`config.mk`:
```
export PLATFORM = sky130hd
export DESIGN_NAME = ks_sub16_pipe
export DESIGN_NICKNAME = d
export VERILOG_FILES = /design/src/rtl/ks_sub16_pipe.sv
export SDC_FILE = /design/constraint.sdc
export NUM_CORES = 1
export LEC_CHECK = 0
export CAP_MARGIN = 40
export CORE_ASPECT_RATIO = 1.4
export CORE_MARGIN = 10
export CORE_UTILIZATION = 52
export DETAILED_ROUTE_END_ITERATION = 8
export GPL_ROUTABILITY_DRIVEN = 0
export GPL_TIMING_DRIVEN = 0
export PLACE_DENSITY_LB_ADDON = 0.15
export SLEW_MARGIN = 20
export SYNTH_ARGS = -nofsm -noshare
export SYNTH_HDL_FRONTEND = slang
export SYNTH_SLANG_ARGS = --single-unit
```
`constraint.sdc`:
```
create_clock -name CLK -period 1.02 [get_ports CLK]
set_input_delay 0.102 -clock CLK [delete_from_list [all_inputs] [get_ports CLK]]
set_output_delay 0.102 -clock CLK [all_outputs]
set_load 0.05 [all_outputs]
```
`src/rtl/ks_sub16_pipe.sv`:
```
// Purpose: 16-bit Kogge-Stone subtractor D = A - B (as A + ~B + 1) with a
//          registered valid/ready handshake on every pipeline stage.
// Latency: 5 register stages; operands captured at one edge have OUT_VALID
//          high after the fifth edge, counting the capturing edge. One result per clock.
// Backpressure: global stall (OUT_VALID & ~OUT_READY) freezes all stages;
//               IN_READY = ~stall is a deliberate combinational path.
// Ports: CLK, RST_N (async active-low); A, B, IN_VALID, IN_READY operand side;
//        D, BOUT, OUT_VALID, OUT_READY result side; V, Z only when
//        KS_SUB16_FLAGS_EN is defined (signed overflow, zero flag).
module ks_sub16_pipe (
  input  logic        CLK,
  input  logic        RST_N,
  input  logic [15:0] A,
  input  logic [15:0] B,
  input  logic        IN_VALID,
  output logic        IN_READY,
  output logic [15:0] D,
  output logic        BOUT,
  output logic        OUT_VALID,
  input  logic        OUT_READY
`ifdef KS_SUB16_FLAGS_EN
  ,
  output logic        V,
  output logic        Z
`endif
);

  // Prefix node, generate half: G'[i] = G[i] | P[i] & G[i-s] for i >= s.
  function automatic logic [15:0] pfx_g(input logic [15:0] p, input logic [15:0] g,
                                         input int s);
    logic [15:0] r;
    r = g;
    for (int i = s; i < 16; i++) r[i] = g[i] | (p[i] & g[i-s]);
    return r;
  endfunction

  // Prefix node, propagate half: P'[i] = P[i] & P[i-s] for i >= s.
  function automatic logic [15:0] pfx_p(input logic [15:0] p, input int s);
    logic [15:0] r;
    r = p;
    for (int i = s; i < 16; i++) r[i] = p[i] & p[i-s];
    return r;
  endfunction

  logic        stall;
  logic        adv;
  logic [15:0] bn, pre_p, pre_g;

  logic        v0, v1, v2, v3;
  logic [15:0] p0_0, p_0, g_0;
  logic [15:0] p0_1, p_1, g_1;
  logic [15:0] p0_2, p_2, g_2;
  logic [15:0] p0_3, p_3, g_3;

  logic [15:0] gf;
  logic [15:0] d_nxt;

  assign stall    = OUT_VALID & ~OUT_READY;
  assign adv      = ~stall;
  assign IN_READY = ~stall;

  // Preprocess; the +1 carry-in is folded into bit 0 of generate.
  always_comb begin
    bn       = ~B;
    pre_p    = A ^ bn;
    pre_g    = A & bn;
    pre_g[0] = pre_g[0] | pre_p[0];
  end

  // Last prefix layer (span 8) and sum. Gf[i-1] is the carry into bit i,
  // so bit 0 sees the folded carry-in of 1, i.e. D[0] = ~P0[0].
  always_comb begin
    gf    = pfx_g(p_3, g_3, 8);
    d_nxt = p0_3 ^ {gf[14:0], 1'b1};
  end

  always_ff @(posedge CLK or negedge RST_N) begin
    if (!RST_N) begin
      v0 <= 1'b0; v1 <= 1'b0; v2 <= 1'b0; v3 <= 1'b0;
      p0_0 <= '0; p_0 <= '0; g_0 <= '0;
      p0_1 <= '0; p_1 <= '0; g_1 <= '0;
      p0_2 <= '0; p_2 <= '0; g_2 <= '0;
      p0_3 <= '0; p_3 <= '0; g_3 <= '0;
    end else if (adv) begin
      // A low IN_VALID enters as a bubble; bubbles are never collapsed.
      v0   <= IN_VALID;
      p0_0 <= pre_p;
      p_0  <= pre_p;
      g_0  <= pre_g;

      v1   <= v0;
      p0_1 <= p0_0;
      p_1  <= pfx_p(p_0, 1);
      g_1  <= pfx_g(p_0, g_0, 1);

      v2   <= v1;
      p0_2 <= p0_1;
      p_2  <= pfx_p(p_1, 2);
      g_2  <= pfx_g(p_1, g_1, 2);

      v3   <= v2;
      p0_3 <= p0_2;
      p_3  <= pfx_p(p_2, 4);
      g_3  <= pfx_g(p_2, g_2, 4);
    end
  end

  always_ff @(posedge CLK or negedge RST_N) begin
    if (!RST_N) begin
      OUT_VALID <= 1'b0;
      D         <= '0;
      BOUT      <= 1'b0;
`ifdef KS_SUB16_FLAGS_EN
      V         <= 1'b0;
      Z         <= 1'b0;
`endif
    end else if (adv) begin
      OUT_VALID <= v3;
      D         <= d_nxt;
      BOUT      <= ~gf[15];
`ifdef KS_SUB16_FLAGS_EN
      V         <= gf[15] ^ gf[14];
      Z         <= (d_nxt == 16'h0000);
`endif
    end
  end

endmodule

```
---- After elaboration in Yosys (flattened, before gate mapping) ----
Index checks and enable logic that the tools add are counted.
word-level totals
  word-level logic and storage cells ...... 166
  output and inout port bits .............. 19
  ROM bits ................................ 0
  bits in latches ......................... 0
  memories ................................ 0
  register bits after elaboration ......... 198
  input port bits ......................... 36
  bits in writable memories ............... 0
cells by class
  add/sub/neg operators ................... 0
  muxes and demuxes ....................... 0
  multiply operators ...................... 0
  divide/modulo/power cells ............... 0
  $lt $le $gt $ge ......................... 0
  reduce and logical (&&, ||, !) cells .... 0
  shifts and indexed selects .............. 0
  bitwise operators ....................... 148
  equality and inequality tests ........... 0
operators by type and width
  operator    number
  AND 1 bit   91
  OR 1 bit    50
  XOR 16 bit  2
  AND 16 bit  1
  NOT 16 bit  1
  NOT 1 bit   3

---- Depth between registers and ports, before layout ----
  depth in word-level cells ............... 3
  gate-level depth with buffers ........... 7
  gate-level depth less buffers ........... 4

---- Worst setup path after synthesis ----
No wires, ideal clock.
  path kind ............................... reg-to-reg
  from .................................... reg OUT_VALID
  to ...................................... reg g_0[10]
  required time ........................... 904 ps
  stages on the path, launching flop included .. 8
  library setup time ...................... 116 ps
  path buffers ............................ 3
  setup slack ............................. -544 ps
  arrival time ............................ 1,447 ps
  period minus slack after synthesis ...... 1,564 ps
  cells stage by stage .................... dfrtp_1 > nor2b_4 > buf_6 > inv_2 > buf_6 > buf_6 > nand2_1 > nand2_1
on the way
  word-level cells in the longest chain between the ends .. 1
ends and longest elaborated chain
  what                    line  text
  start, declared         19    output logic OUT_VALID,
  start signal, assigned  118   OUT_VALID <= v3;
  AND 1 bit               58    assign stall = OUT_VALID & ~OUT_READY;
  end signal, assigned    89    g_0 <= pre_g;
  end, declared           50    logic [15:0] p0_0, p_0, g_0;
Every way passes these cells.
A chain may end at the register's enable or synchronous reset.

---- Worst setup path after layout ----
  from .................................... reg OUT_VALID
  to ...................................... out IN_READY
on the way
  word-level cells in the longest chain between the ends .. 2
ends and longest elaborated chain
  what           line  text
  AND 1 bit      58
  NOT 1 bit      60    assign IN_READY = ~stall;
  end, declared  16    output logic IN_READY,
Every way passes these cells.

==> flow_summary.json <==
{
  "status": "finished with violations",
  "violations": "hold timing, setup timing",
  "timing.reg2reg.worst_path_depth": 8,
  "critical_path.reg2reg.startpoint": "OUT_VALID$_DFFE_PN0N_",
  "path_max_fanout": 2,
  "synth-simple-area-share_pct": 22.4,
  "fp.coreArea_mm2": 0.0140,
  "worstPathArrival_ns": 1.52,
  "final_hold_viol_count": 81,
  "tritoncts_num_sinks": 184,
  "synth_compound_gate_area_share_pct": 7.37,
  "grt_start_max_net_pins": 104,
  "most_common_cell_after_layout_fill_and_taps_aside": "nand2_1",
  "die-width_um": 122,
  "num-nets-final": 984,
  "final_critical_path_setup_slack_ns": -0.597,
  "timing.final.max_slew_violations": 0,
  "adder_cell_fraction_of_synth_area_pct": 2.67,
  "postLayoutCoreUtil_pct": 72.0,
  "capturing_element_type_of_the_critical_path": "output pin",
  "timing.max_slew.rel_slack_pct": 58.5,
  "dieArea_mm2": 0.0197,
  "timing.hold.worst.class": "in -> async",
  "clkSlewWorstSetupHoldPaths_ns": 0.07,
  "synth_top_family_by_area": "simple AND/OR/NAND/NOR gates",
  "layoutNonFillerInstCount": 1130,
  "number_of_antenna_violations_at_the_first_check_in_global_routing": 0,
  "floorplan.rows": 51,
  "ctsRootBufferMaster": "clkbuf_16",
  "global_route_wire_length_before_repair_um": 29700,
  "postRouteAntennaNets": 0,
  "finalWirelength_um": 20800,
  "reg2reg_setup_slack_ns": -0.56,
  "period_share_pct": 159,
  "areaGrowthSynthToFinish_pct": 34.8,
  "rsz0062_at_grt": "true",
  "maxCapViolations": 0,
  "hold_slack_ns": -0.370,
  "globalRouteOverflowTotal": 0,
  "timing.critical_path.from_type": "register",
  "synth_cell_types": 20,
  "cts_buffers": 17,
  "numPlacedInstances": 1052,
  "synth_area_per_cell_um2": 9.24,
  "cts-root-to-sink-buffers": 2,
  "post_drt_via_cell_ratio": 5.38,
  "max_clock_freq_mhz": 618,
  "dr.pass1.iters": 7,
  "clock_insertion_delay_worst_skew_ns": 0.44,
  "post_route_cells_drive_above_1_share_pct": 21.4,
  "layout.cell_area.non_filler_mm2": 0.0101,
  "initial_utilization_pct": 53.4,
  "dpl_cell_area_mm2": 0.00835,
  "netlist_instances": 812,
  "antenna_cells": 0,
  "yosys-mux-area-fraction_pct": 0,
  "peakVddDrop_v": 0.00145,
  "io_buffer_count": 54,
  "detailedPlacementHpwl_um": 12900,
  "ios": 55,
  "timing.setup.critical_path_class": "reg -> out",
  "avgRoutedWirePerCell_um": 18.4,
  "final_period_minus_worst_setup_slack_ns": 1.62,
  "synth_sequential_area_ratio_pct": 61.4,
  "timing.final.setup_violations": 203,
  "postSynthRegisterBits": 184,
  "max_slew.worst_pin.slew_ns": 0.623,
  "grt_pass1_vias": 5883,
  "pwr_density_cell_mw_per_mm2": 3050,
  "gr-usage-all-layers_pct": 19.2,
  "die_height_um": 162,
  "total_number_of_yosys_warnings": 0,
  "route.detailed.drc": 0,
  "post-place-ws_ns": -1.09,
  "syn_area_mm2": 0.00750,
  "dr_total_vias": 6074,
  "power.leakage_nw": 5.08,
  "most-common-layout-cells": "352 x nand2_1, 183 x dfrtp_1, 48 x a21oi_1",
  "cts-htree-levels": 4,
  "worstPathRequired_ns": 0.92,
  "cts_tree": "built",
  "synthesis.nets": 864,
  "finClkSkew_ns": 0.0106,
  "p_total_w": 0.0308,
  "synth-xor-area-share_pct": 1.75,
  "worst_r2r_endpoint": "p_1[10]$_DFFE_PN0N_",
  "detailedRoute.firstIterationViolations": 421
}
[cell families after synthesis]
family	after synthesis
and+or+nand+nor	432
adders and majority gates	16
DFF	184
xor gates and xnor gates	15
buffers and inverters	57
AOI/OAI and AO/OA	108
[cell usage after synthesis]
master	number	share of area (%)
buf_4	21	2.1
buf_6	4	0.60
nand3_1	34	2.3
inv_2	1	0.050
a211oi_1	1	0.10
xor2_1	7	0.82
xnor2_1	8	0.93
a21oi_2	2	0.23
clkbuf_1	5	0.25
ha_1	16	2.7
dfrtp_1	184	61
buf_2	10	0.67
nor2b_4	1	0.18
a21oi_1	48	3.2
nand2_1	394	20
o21ai_0	56	3.7
nand2b_1	1	0.083
inv_1	16	0.80
a21o_1	1	0.10
nor2_1	2	0.10
[layout make-up]
class / instances / area (µm²)
plain buffers: 39 / 558
clock buffers: 20 / 447
clock inverters: 12 / 128
fillers: 988 / 3930
inverters: 17 / 66.3
multi-input cells: 571 / 2760
flip-flops and latches: 184 / 4610
well taps: 185 / 231
repair buffers: 102 / 1320
[metrics by stage]
step                hold slack, ns  setup TNS (ns)
floorplan                   -0.194          -58.92
global placement             0.442        -1435.90
detailed placement           0.121         -101.97
CTS                         -0.334          -70.14
global route                -0.331          -96.79
finish                      -0.370          -89.81
[registers in the layout, indices dropped and copies added (netlist names)]
signal	cells
p_1	14
p0_3	16
v3	1
g_1	16
v0	1
D	16
p_3	8
p0_1	16
v2	1
p_0	16
v1	1
g_0	16
g_2	16
p0_2	16
p_2	12
BOUT	1
g_3	16
OUT_VALID	1
[worst max path at each step]
| stage | cells past startpoint | from | slack [ns] | endpoint |
|---|---|---|---|---|
| after floorplan | 7 | OUT_VALID$_DFFE_PN0N_ | -0.38 | g_0[10]$_DFFE_PN0N_ |
| after global placement | 1 | RST_N | -7.90 | OUT_VALID$_DFFE_PN0N_ |
| after detailed placement | 7 | OUT_READY | -1.09 | IN_READY |
| after CTS | 6 | OUT_VALID$_DFFE_PN0N_ | -0.60 | IN_READY |
| after global routing | 6 | OUT_VALID$_DFFE_PN0N_ | -0.64 | IN_READY |
| final | 6 | OUT_VALID$_DFFE_PN0N_ | -0.60 | IN_READY |
[power by group]
group / switching, W / internal [W]
clock network: 0.00277 / 0.00366
logic: 0.00626 / 0.00540
registers: 0.00261 / 0.0101
[critical path, stage by stage (launching register included)]
cell and delay, ns:
dfrtp_2 0.36, nor2b_4 0.17, buf_6 0.14, inv_4 0.04, buf_12 0.11, buf_12 0.12
buf_12 0.14
[timing repair]
action,CTS,global route
endpoints found under the setup margin,203,203
hold endpoints to repair,81,81
gates resized for setup,189,127
cloned,2,16
setup buffers,16,15
pin swaps,5,4
[layer usage]
layer  vias up  track usage [%]  part of all wire (%)
li1       2832                -                     -
met1      2958             22.1                    37
met2       207             32.3                    51
met3        77             4.06                   5.1
met4         0             10.4                   6.0
met5         -                0                     0
Power figures use the tool's default switching activity.
